--- config.mk ---
export PLATFORM = sky130hd
export DESIGN_NAME = jk_cmd_sequencer_flat
export DESIGN_NICKNAME = d
export VERILOG_FILES = /design/src/rtl/jk_cmd_sequencer_if.sv /design/src/rtl/jk_cmd_sequencer.sv /design/src/flat_wrapper.sv
export SDC_FILE = /design/constraint.sdc
export NUM_CORES = 1
export LEC_CHECK = 0
export ABC_CLOCK_PERIOD_IN_PS = 4700
export CAP_MARGIN = 0
export CORE_AREA = 2 2 39 41
export DETAILED_ROUTE_END_ITERATION = 10
export DIE_AREA = 0 0 41 43
export GPL_ROUTABILITY_DRIVEN = 1
export PLACE_DENSITY = 0.7
export SLEW_MARGIN = 10
export SYNTH_ARGS = -nofsm -noshare
export SYNTH_HDL_FRONTEND = slang
export SYNTH_SLANG_ARGS = --single-unit
--- constraint.sdc ---
create_clock -name clk -period 4.7 [get_ports clk]
set_input_delay 0.705 -clock clk [delete_from_list [all_inputs] [get_ports clk]]
set_output_delay 0.705 -clock clk [all_outputs]
set_load 0.1 [all_outputs]
--- src/rtl/jk_cmd_sequencer_if.sv ---
// jk_cmd_sequencer_if
//   Command channel for the JK command sequencer (val/rdy handshake).
//   val  : command valid (master -> slave)
//   rdy  : command ready (slave -> master); transfer when val && rdy
//   op   : {J,K} command: 00 hold, 01 reset, 10 set, 11 toggle
//   cnt  : number of cycles to drive op (0 = no-op)
interface jk_cmd_sequencer_if #(
   parameter int p_cnt_nbits = 4
);
   logic                   val;
   logic                   rdy;
   logic [1:0]             op;
   logic [p_cnt_nbits-1:0] cnt;

   modport master (output val, output op, output cnt, input rdy);
   modport slave  (input val, input op, input cnt, output rdy);
endinterface

--- src/rtl/jk_cmd_sequencer.sv ---
// jk_cmd_sequencer
//   Upstream driver for a JK flip-flop stage. Accepts {J,K} commands with a
//   repeat count and drives the flop's J (a) and K (b) inputs for exactly that
//   many cycles, starting the cycle after the transfer. A shadow copy of the
//   flop output is kept so downstream logic can predict q without sampling it.
//
// Ports
//   clk      : clock, all state updates on posedge
//   reset    : synchronous active-high reset
//   cmd      : command channel (slave side: val/op/cnt in, rdy out)
//   a, b     : J and K inputs of the driven flop
//   busy     : high while a command is being driven
//   q_model  : predicted flop q after the most recent edge
//   q_known  : high once q_model is guaranteed to match the flop
module jk_cmd_sequencer #(
   parameter int p_cnt_nbits = 4
) (
   input  logic                clk,
   input  logic                reset,
   jk_cmd_sequencer_if.slave   cmd,
   output logic                a,
   output logic                b,
   output logic                busy,
   output logic                q_model,
   output logic                q_known
);

   localparam logic [0:0] STATE_IDLE = 1'b0;
   localparam logic [0:0] STATE_RUN  = 1'b1;

   logic [0:0]             state;
   logic [0:0]             state_next;
   logic [1:0]             op;
   logic [1:0]             op_next;
   logic [p_cnt_nbits-1:0] remaining;
   logic [p_cnt_nbits-1:0] remaining_next;

   logic rdy;
   logic xfer;
   logic load;
   logic last;

   // All outputs decode registered state only.
   assign busy = (state == STATE_RUN);
   assign a    = busy & op[1];
   assign b    = busy & op[0];
   assign last = busy && (remaining == p_cnt_nbits'(1));
   assign rdy  = (state == STATE_IDLE) || last;

   assign cmd.rdy = rdy;
   assign xfer    = cmd.val && rdy;
   // Zero-count commands are consumed without ever entering RUN.
   assign load    = xfer && (cmd.cnt != '0);

   always_comb begin
      state_next     = state;
      op_next        = op;
      remaining_next = remaining;
      unique case (state)
         STATE_IDLE: begin
            if (load) begin
               state_next     = STATE_RUN;
               op_next        = cmd.op;
               remaining_next = cmd.cnt;
            end
         end
         default: begin
            // remaining is >= 1 throughout RUN, so this never wraps.
            remaining_next = remaining - p_cnt_nbits'(1);
            if (last) begin
               if (load) begin
                  // Back-to-back reload: no idle bubble between commands.
                  op_next        = cmd.op;
                  remaining_next = cmd.cnt;
               end else begin
                  state_next = STATE_IDLE;
               end
            end
         end
      endcase
   end

   always_ff @(posedge clk) begin
      if (reset) begin
         state     <= STATE_IDLE;
         op        <= 2'b00;
         remaining <= '0;
         q_model   <= 1'b0;
         q_known   <= 1'b0;
      end else begin
         state     <= state_next;
         op        <= op_next;
         remaining <= remaining_next;
         // Shadow flop follows the {J,K} actually presented this cycle.
         if (state == STATE_RUN) begin
            case (op)
               2'b01: begin
                  q_model <= 1'b0;
                  q_known <= 1'b1;
               end
               2'b10: begin
                  q_model <= 1'b1;
                  q_known <= 1'b1;
               end
               2'b11: q_model <= ~q_model;
               default: ;
            endcase
         end
      end
   end

endmodule

--- src/flat_wrapper.sv ---
// flat-port wrapper written by rule: the top's interface ports become plain ports
module jk_cmd_sequencer_flat 
#(
   parameter int p_cnt_nbits = 4
)
  (clk, reset, a, b, busy, q_model, q_known, cmd_val, cmd_op, cmd_cnt, cmd_rdy);
  jk_cmd_sequencer_if #(.p_cnt_nbits(p_cnt_nbits)) cmd_i ();
  input  logic clk;
  input  logic reset;
  output logic a;
  output logic b;
  output logic busy;
  output logic q_model;
  output logic q_known;
  input wire logic [$bits(cmd_i.val)-1:0] cmd_val;
  input wire logic [$bits(cmd_i.op)-1:0] cmd_op;
  input wire logic [$bits(cmd_i.cnt)-1:0] cmd_cnt;
  output wire logic [$bits(cmd_i.rdy)-1:0] cmd_rdy;
  assign cmd_i.val = cmd_val;
  assign cmd_i.op = cmd_op;
  assign cmd_i.cnt = cmd_cnt;
  assign cmd_rdy = cmd_i.rdy;
  jk_cmd_sequencer #(.p_cnt_nbits(p_cnt_nbits)) u_core (.clk(clk), .reset(reset), .cmd(cmd_i), .a(a), .b(b), .busy(busy), .q_model(q_model), .q_known(q_known));
endmodule
==> key figures, run 1 <==
Clock tree
  • CTS H-tree lvls: 1
  • # hold bufs at CTS: 0
  • CTS tree: yes
  • Num CTS Buffers: 3
  • Clk sinks: 9
  • Root Driver: clkbuf_4
  • Worst skew pair latency: 0.26 ns
  • Post-cts sizing count: 0
  • # Post-CTS Setup Buffers: 0
  • Clock buffer depth: 2
  • Register clock-pin slew on the reported worst setup and hold paths: about 0.060 ns

Route
  • Vias/cell: 5.34
  • Drt wl/cell: 12.6 µm
  • Final WL: 1.20 mm
  • Drt pass-1 iters: 3
  • ANT nets after route: 0
  • Initial DRC count: 8
  • Routed vias: about 510
  • DR DRC count: 0

Logic synthesis
  • Post-Syn Area: around 550 µm²
  • #FFs+latches synth: 9
  • Synth warn: 0
  • Post-synthesis sequential area ratio: 0.328
  • Post-synth cell types: 24
  • Synth top area share: 0.328
  • Top cells by area, synth: dfxtp_1, ha_1, a21oi_1, o41ai_4, inv_1
  • Synth area leader: dfxtp_1
  • Synthesized area per cell: 8.72 µm²
  • Syn Inst Count: between 60 and 70
  • Mapped Nets: slightly below 80

Cells and area
  • FILL cells: 141
  • Nets: 94
  • ANT cells: 0
  • Final Non-Filler Cells: 95
  • Multi-input gate area: 328 µm²
  • Final instance area: 721 µm²
  • Register area: 180 µm²
  • Share of layout cells above drive strength 1: 0.0886
  • Synth-to-Final Area Change: 31.2%

Hold path
  • Worst hold start: u_core.q_known
  • End of the worst hold path: u_core.q_known
  • Hold crit path type: flip-flop to flip-flop
  • Min-Delay Path Depth: 2

Floorplan
  • I/O pin cnt: 15
  • Initial Utilization: 0.397
  • Core area: around 1400 µm²
  • Die height: 43 µm
  • Die area: around 1800 µm²
  • Rows: 14
  • Chip width: ~40 µm

Timing
  • Worst Clk Skew: 0.00395 ns
  • Tightest Pin Transition: 0.966 ns
  • Pins Over Slew Limit: 0
  • Setup_tns: 0 ns
  • Final hold vios: 0
  • Worst rel slew slack: 0.354
  • Final period utilization: 0.671
  • WHS: roughly 0.48 ns
  • RSZ-0062 raised after global routing: no
  • Tmin final: between 3 and 4 ns
  • Peak Freq: 317 MHz
  • # setup viols final: 0

Worst setup path
  • Critical path, cell by cell: inv_1 > ha_1 > or3b_4 > nand2_1 > clkdlybuf4s50_1
  • Slowest cell on crit path: clkdlybuf4s50_1
  • CP required: 3.99 ns
  • Crit. End Element: output pin
  • CP arrival: 2.45 ns
  • Delay-heaviest family, CP: buffers and inverters
  • Crit path buffers/inverters: 2
  • Crit Reg-Reg Startpoint: u_core.remaining[1]
  • R2R depth: 6
  • Worst path max stage delay: 1.14 ns
  • Critical path class: flip-flop to output pin
  • Worst-path maximum fanout: 5
  • R2r setup slk: 2.98 ns
  • FF-to-FF End: u_core.remaining[1]
  • Startpoint types: flip-flop

Pwr
  • Fraction of power consumed by sequential logic: 0.407
  • Sw Ratio: 0.363
  • P_leak: slightly below 0.3 nW
  • Switching power: 0.0000827 W
  • Power share of the combinational group: 0.336
  • Max IR drop VDD: 0.154 mV
  • Clock share of power: 0.257
  • PwrDens: 316 nW/µm²
  • Final Power: 0.000228 W
  • Internal power: 0.000145 W

GRT
  • Vias in the first global route: 447
  • Largest net degree at the start of global routing: 17
  • GRT Util Overall: 0.157
  • Global route overflow: 0
  • Initial antenna violation count: 0
  • First-pass GRT wire length: 1.91 mm

Place
  • Post-Place Cells: 91
  • Hpwl dp: 898 µm
  • Area post-placement: 694 µm²
  • RD Place Congestion: about 0.78
  • I/O Buffers: 14

Flow run
  • Max_cap viols: 0

Status
  • Status: finished, final reports clean
## cells in the final DEF (no fill, tap or decap), drive strengths merged, types with 2 or more instances in the layout
cell            n
inv             7
a31oi           3
and2            2
a21oi           6
a221oi          2
clkbuf          4
nor3            3
mux2i           2
dfxtp           9
nor2            6
clkdlybuf4s50  14
nand2           4
ha              5
## sequential cells by signal, indices dropped and copies added, names as in the netlist
name              flops
u_core.q_known        1
u_core.q_model        1
u_core.busy           1
u_core.remaining      4
u_core.op             2
## metrics by stage
stage | worst slack [ns] | utilization
floorplan | 1.95 | -
global placement | 1.87 | 0.502
detailed placement | 1.83 | 0.502
CTS | 1.53 | 0.521
global route | 1.46 | 0.521
finish | 1.55 | 0.521
## worst register-to-register path: cells and delay by family (launching register included)
family        cells  cell delay [ns]
flops             1             0.32
buf+inv           1             0.08
fa+ha+maj         1             0.15
simple gates      4             1.08
## routing by layer
metal,vias to the layer above,share of wire,wire length (µm),global-route usage
met1,234,0.43,514,0.202
met2,15,0.49,583,0.244
met5,-,0,0,0
met3,2,0.060,72,0.0209
met4,0,0.023,27,0.0800
li1,256,-,-,-
## power by group through the flow
stage          sequential (W)  clock [W]  combinational [W]
2_1_floorplan        0.000104          0          0.0000447
3_3_place_gp        0.0000937          0          0.0000752
3_5_place_dp        0.0000941          0          0.0000762
4_1_cts             0.0000925  0.0000620          0.0000768
5_1_grt             0.0000939  0.0000642          0.0000823
6_report            0.0000926  0.0000586          0.0000765
## synthesized netlist by cell type
cell type and n:
nor3_1 3, xor2_1 1, o21ai_0 1, o22ai_1 1, dfxtp_1 9, a311oi_1 1, a221oi_1 2, nand2_1 4
inv_1 7, nand3_1 1, a31oi_1 3, o21bai_1 1, o41ai_4 1, or3_1 1, a21oi_1 6, buf_4 2
ha_1 5, nor4_2 1, and3_1 1, and2_1 2, or3b_4 1, or2_4 1, mux2i_1 2, nor2_1 6
## logic make-up after synthesis
logic type,synth area share
fa+ha+maj,0.114
buf+inv,0.0752
flops,0.328
simple gates,0.210
compound gates,0.221
mux,0.0364
xor+xnor,0.0159
## final cells by class
class,count,share of cell area
inverter,7,0.0365
multi-input combinational,45,0.455
sequential,9,0.250
tap,16,0.0278
timing repair buffer,14,0.194
clock buffer,4,0.0365
## worst max path at each step
stage	start	to	slack (ns)	cells after the start
floorplan	u_core.busy	a	1.95	2
global placement	u_core.remaining[1]	cmd_rdy	1.87	5
detailed placement	u_core.remaining[1]	cmd_rdy	1.83	5
CTS	u_core.remaining[1]	cmd_rdy	1.53	5
global route	u_core.remaining[1]	cmd_rdy	1.46	5
finish	u_core.remaining[1]	cmd_rdy	1.55	5
Note: power is estimated with default switching activity, not from simulation.
==> run 2: changes to the inputs <==
Settings changed: ABC_CLOCK_PERIOD_IN_PS 4700 to 3300.
Clock period 4.7 ns to 3.3 ns, I/O delays scaled along.
==> run 2 against run 1 <==
Net effect: core utilization shrank 0.63 points; power grew 43%; non-clock buffer count is the same; cell count is the same; setup slack lost 0.51 ns; global-route usage grew 0.52 points; highest routed layer unchanged.
==> key figures, run 2 (synthesis gave the netlist of run 1 again) <==
Route
  • Routed vias: 509 (+0.39%)
  • Drt wl/cell: 12.5 µm (-1.1%)
  • ANT nets after route: 0 (unchanged)
  • DR DRC count: 0 (unchanged)
  • Final WL: 1.19 mm (-1.1%)
  • Vias/cell: 5.36 (+0.39%)
  • Initial DRC count: 13 (+5)
  • Drt pass-1 iters: 4 (+1)

Cells and area
  • Max reg flops: 4 (unchanged)
  • Largest register by flop count: u_core.remaining
  • Commonest cells after routing, fill and taps aside: clkdlybuf4s50_1, dfxtp_1, inv_1
  • Commonest non-fill, non-tap cell in the layout: clkdlybuf4s50_1
  • Synth-to-Final Area Change: 29.6%
  • FILL cells: 126 (-11%)
  • ANT cells: 0 (unchanged)
  • Nets: 94 (unchanged)
  • Largest regs: u_core.remaining (4), u_core.op (2)
  • Share of layout cells above drive strength 1: 0.152 (+0.0633)

Hold path
  • Hold crit path type: flip-flop to flip-flop
  • Min-Delay Path Depth: 2 (unchanged)
  • Worst hold start: u_core.q_known
  • End of the worst hold path: u_core.q_known

GRT
  • First-pass GRT wire length: 1.88 mm (-1.8%)
  • Global route overflow: 0 (unchanged)
  • Vias in the first global route: 422 (-5.6%)
  • Initial antenna violation count: 0 (unchanged)
  • Largest net degree at the start of global routing: 17 (unchanged)
  • GRT Util Overall: 0.162 (+0.00520)

Clock tree
  • Register clock-pin slew on the reported worst setup and hold paths: 0.07 ns (about the same)
  • CTS H-tree lvls: 1 (unchanged)
  • Clk sinks: 9 (unchanged)
  • CTS tree: yes
  • # hold bufs at CTS: 0 (unchanged)
  • Clock buffer depth: 2 (unchanged)
  • Worst skew pair latency: 0.27 ns (about the same)
  • Num CTS Buffers: 3 (unchanged)
  • Post-cts sizing count: 0 (unchanged)
  • # Post-CTS Setup Buffers: 0 (unchanged)
  • Root Driver: clkbuf_4

Timing
  • Tightest Pin Transition: 0.963 ns (-0.00282 ns)
  • Final worst slack: 1.04 ns (-0.507 ns)
  • Final period utilization: 0.685
  • Peak Freq: ~440 MHz
  • Tmin final: 2.26 ns
  • # setup viols final: 0 (unchanged)
  • Worst Clk Skew: 0.0135 ns (+0.00960 ns)
  • Final hold vios: 0 (unchanged)
  • Worst rel slew slack: 0.356 (+0.00189)
  • Pins Over Slew Limit: 0 (unchanged)
  • RSZ-0062 raised after global routing: no
  • Setup_tns: 0 ns (unchanged)

Flow run
  • Max_cap viols: 0 (unchanged)

Place
  • Hpwl dp: 868 µm (-3.3%)
  • RD Place Congestion: 0.723 (-6.8%)
  • Pre-CTS WS: 1.05 ns (-0.774 ns)
  • I/O Buffers: 14 (unchanged)

Floorplan
  • Core area: 1380 µm² (unchanged)
  • Rows: 14 (unchanged)
  • I/O pin cnt: 15 (unchanged)
  • Die height: 43 µm (unchanged)
  • Die area: 1760 µm² (unchanged)
  • Chip width: 41 µm (unchanged)
  • Initial Utilization: 0.397 (unchanged)

Worst setup path
  • Delay-heaviest family, CP: buffers and inverters
  • FF-to-FF End: u_core.op[0]
  • Slowest cell on crit path: clkdlybuf4s50_1
  • Crit. End Element: output pin
  • CP arrival: 1.77 ns (-0.68 ns)
  • Startpoint types: flip-flop
  • CP required: 2.80 ns (-1.19 ns)
  • R2r setup slk: 1.59 ns (-1.39 ns)
  • Worst-path maximum fanout: 3 (-2)
  • Worst path max stage delay: 1.14 ns (about the same)
  • Crit path buffers/inverters: 1 (-1)
  • R2R depth: 6 (unchanged)
  • Crit Reg-Reg Startpoint: u_core.remaining[1]
  • Critical path class: flip-flop to output pin
  • Critical path, cell by cell: clkdlybuf4s50_1

Status
  • Status: finished, final reports clean

Pwr
  • Final Power: 0.000327 W (+43%)
  • Max IR drop VDD: 0.241 mV (+56%)
  • P_leak: 0.303 nW (+2.8%)
  • PwrDens: 459 nW/µm² (+45%)
## run 2: changes by cell type in the layout (fill, tap and decap cells not counted)
cell / before / now
clkdlybuf4s50_1: 14 / 10
buf_4: 0 / 4
clkbuf_1: 1 / 0
clkinv_2: 0 / 1
## run 2: how the worst max path moves through the flow
stage	from	end	cells past startpoint
after floorplan	u_core.busy	a	2
after global placement	cmd_cnt[0]	u_core.remaining[0]	5
after detailed placement	cmd_cnt[0]	u_core.remaining[0]	5
after CTS	u_core.q_model	q_model	1
after global routing	u_core.q_model	q_model	1
final	u_core.q_model	q_model	1
## run 2: metrics by stage
stage | utilization | hold WS, ns | area, µm² | cells
floorplan | - | 0.504 | 549 | 63
global placement | 0.495 | 0.454 | 684 | 91
detailed placement | 0.495 | 0.470 | 684 | 91
CTS | 0.514 | 0.488 | 712 | 95
global route | 0.514 | 0.524 | 712 | 95
finish | 0.514 | 0.477 | 712 | 95
## run 2: layer usage
| metal | part of all wire | global-route usage |
|---|---|---|
| met5 | 0 | 0 |
| met4 | 0.027 | 0.100 |
| met3 | 0.075 | 0.0366 |
| met2 | 0.45 | 0.228 |
| met1 | 0.45 | 0.216 |
## run 2: cell type report
class,instances,area (µm²),share of cell area
clock inverters,1,5.00,0.00703
well taps,16,20.0,0.0281
inverters,7,26.3,0.0369
multi-input cells,45,328,0.460
flip-flops and latches,9,180,0.253
repair buffers,14,130,0.183
clock buffers,3,22.5,0.0316
## run 2: worst min-delay path, delay by kind of cell (launching register included)
family           cells  cell delay (ns)
flip-flops           1             0.33
AND/OR/NAND/NOR      1             0.07
AO/OA/AOI/OAI        1             0.05
## run 2: where the power goes
part | internal (W) | total (W) | switching, W
registers | 0.000119 | 0.000132 | 0.0000126
logic | 0.0000398 | 0.000108 | 0.0000684
clock network | 0.0000447 | 0.0000868 | 0.0000421
==> run 3: changes to the inputs <==
Settings changed: ABC_CLOCK_PERIOD_IN_PS 3300 to 2100.
Clock period 3.3 ns to 2.1 ns, I/O delays scaled along.
==> run 3 against run 2 <==
Net effect: wire length fell by 5.0%; count of clock-buffer cells in the layout rose by 1; register-to-register slack got worse by 1.2 ns; sequential power rose by 58%; core utilization rose by 1.1 points; largest power group unchanged; sequential share of layout area fell by 0.35 points; critical path depth rose by 4; global-route usage rose by 0.12 points; largest cell class unchanged; die area did not move; highest routed layer unchanged; non-clock buffer count rose by 1.
==> key figures, run 3 (synthesis gave the netlist of run 1 again) <==
Pwr
  • Max IR drop VDD: 0.446 mV (+85%)
  • PwrDens: 708 nW/µm² (+54%)
  • P_leak: 0.314 nW (+3.8%)
  • Final Power: 0.000514 W (+57%)

Route
  • Top Layer Used: met4
  • ANT nets after route: 0 (unchanged)
  • Vias/cell: 5.23 (-2.4%)
  • Routed wl met3: 83 µm (-6.7%)
  • Final WL: 1.13 mm (-5.0%)
  • Drt wl/cell: 11.7 µm (-6.0%)
  • Initial DRC count: 6 (-7)
  • Drt pass-1 iters: 4 (unchanged)
  • Routed vias: 502 (-1.4%)
  • DR DRC count: 0 (unchanged)
  • Met1 Wirelength: 484 µm (-8.7%)
  • Met2 wire len: 522 µm (-2.1%)

Worst setup path
  • Slowest cell on crit path: or3b_4
  • CP arrival: 1.52 ns (-0.25 ns)
  • Startpoint types: flip-flop
  • Critical path, cell by cell: inv_1 > ha_1 > or3b_4 > nand2_1 > buf_12
  • CP required: 1.78 ns (-1.02 ns)
  • Crit. End Element: output pin
  • Worst path max stage delay: 0.40 ns (-0.74 ns)
  • Critical path class: flip-flop to output pin
  • Worst-path maximum fanout: 5 (+2)

Cells and area
  • ANT cells: 0 (unchanged)
  • Synth-to-Final Area Change: 32.3%
  • Share of layout cells above drive strength 1: 0.188 (+0.0356)
  • FILL cells: 137 (+8.7%)
  • Nets: 95 (+1.1%)
  • Max reg flops: 4 (unchanged)
  • Largest register by flop count: u_core.remaining
  • Layout Utilization: 0.525 (+0.0108)
  • Commonest cells after routing, fill and taps aside: clkdlybuf4s50_1, dfxtp_1, inv_1
  • Largest regs: u_core.remaining (4), u_core.op (2)

Clock tree
  • # hold bufs at CTS: 0 (unchanged)
  • Register clock-pin slew on the reported worst setup and hold paths: 0.06 ns (about the same)
  • Clk sinks: 9 (unchanged)
  • Worst skew pair latency: 0.26 ns (about the same)
  • Root Driver: clkbuf_4
  • Clock buffer depth: 2 (unchanged)
  • Num CTS Buffers: 3 (unchanged)
  • Post-cts sizing count: 0 (unchanged)
  • CTS H-tree lvls: 1 (unchanged)
  • # Post-CTS Setup Buffers: 0 (unchanged)
  • CTS tree: yes

Timing
  • Peak Freq: 545 MHz
  • Pins Over Slew Limit: 0 (unchanged)
  • Setup_tns: 0 ns (unchanged)
  • RSZ-0062 raised after global routing: no
  • Tightest Pin Transition: 0.430 ns (-0.533 ns)
  • Final hold vios: 0 (unchanged)
  • # setup viols final: 0 (unchanged)
  • Worst rel slew slack: 0.712 (+0.356)
  • Worst Clk Skew: 0.00488 ns (-0.00866 ns)
  • Tmin final: approximately 1.8 ns
  • Final period utilization: 0.873

Floorplan
  • I/O pin cnt: 15 (unchanged)
  • Chip width: 41 µm (unchanged)
  • Die height: 43 µm (unchanged)
  • Initial Utilization: 0.397 (unchanged)
  • Core area: 1380 µm² (unchanged)
  • Rows: 14 (unchanged)
  • Die area: 1760 µm² (unchanged)

GRT
  • Global route overflow: 0 (unchanged)
  • First-pass GRT wire length: 1.86 mm (-1.1%)
  • Initial antenna violation count: 0 (unchanged)
  • Largest net degree at the start of global routing: 17 (unchanged)
  • Vias in the first global route: 455 (+7.8%)
  • GRT Util Overall: 0.164 (+0.00119)

Hold path
  • Hold crit path type: flip-flop to flip-flop

Place
  • RD Place Congestion: 0.729 (+0.71%)
  • I/O Buffers: 14 (unchanged)
  • Hpwl dp: 876 µm (+0.91%)

Status
  • Status: finished, final reports clean

Flow run
  • Max_cap viols: 0 (unchanged)
[run 3: changes by cell type in the layout (fill, tap and decap cells not counted), sizes merged]
| cell | before | now |
|---|---|---|
| buf | 4 | 7 |
| clkdlybuf4s50 | 10 | 8 |
| clkbuf | 3 | 4 |
| clkinv | 1 | 0 |
[run 3: critical path: cells and delay by family, from the launching register on]
family / cells / cell delay [ns]
adder cells (fa/ha/maj): 1 / 0.13
AND/OR/NAND/NOR: 2 / 0.55
buffers and inverters: 2 / 0.26
flip-flops: 1 / 0.32
[run 3: worst paths after layout]
check	startpoint	depth (start not counted)	slack (ns)	endpoint
max reg2reg	u_core.remaining[1]	6	0.43	u_core.op[0]
min	u_core.q_known	2	0.48	u_core.q_known
min reg2reg	u_core.q_known	2	0.48	u_core.q_known
max	u_core.remaining[1]	5	0.27	cmd_rdy
[run 3: per-stage QoR]
| stage | setup WS (ns) | cells | hold WS [ns] | area (µm²) |
|---|---|---|---|---|
| finish | 0.267 | 96 | 0.481 | 727 |
| global placement | 0.177 | 92 | 0.457 | 701 |
| floorplan | 0.102 | 63 | 0.446 | 551 |
| CTS | 0.257 | 96 | 0.483 | 727 |
| detailed placement | 0.120 | 92 | 0.467 | 701 |
| global route | 0.189 | 96 | 0.528 | 727 |
[run 3: metal layers]
layer | GRT usage | vias to the layer above
li1 | - | 257
met4 | 0.120 | 0
met1 | 0.177 | 223
met2 | 0.244 | 17
met5 | 0 | -
met3 | 0.0628 | 5
[run 3: final cells by class]
cell class                      instances  area (µm²)  area share
Clock buffer                            4        26.3      0.0361
Inverter                                7        26.3      0.0361
Multi-Input combinational cell         45         328       0.451
Sequential cell                         9         181       0.250
Tap cell                               16        20.0      0.0275
Timing Repair Buffer                   15         145       0.200
[run 3: report_power, final]
group,internal [W],switching (W),leakage [nW]
logic,0.0000674,0.000105,0.225
registers,0.000188,0.0000201,0.0745
clock network,0.0000733,0.0000607,0.0150
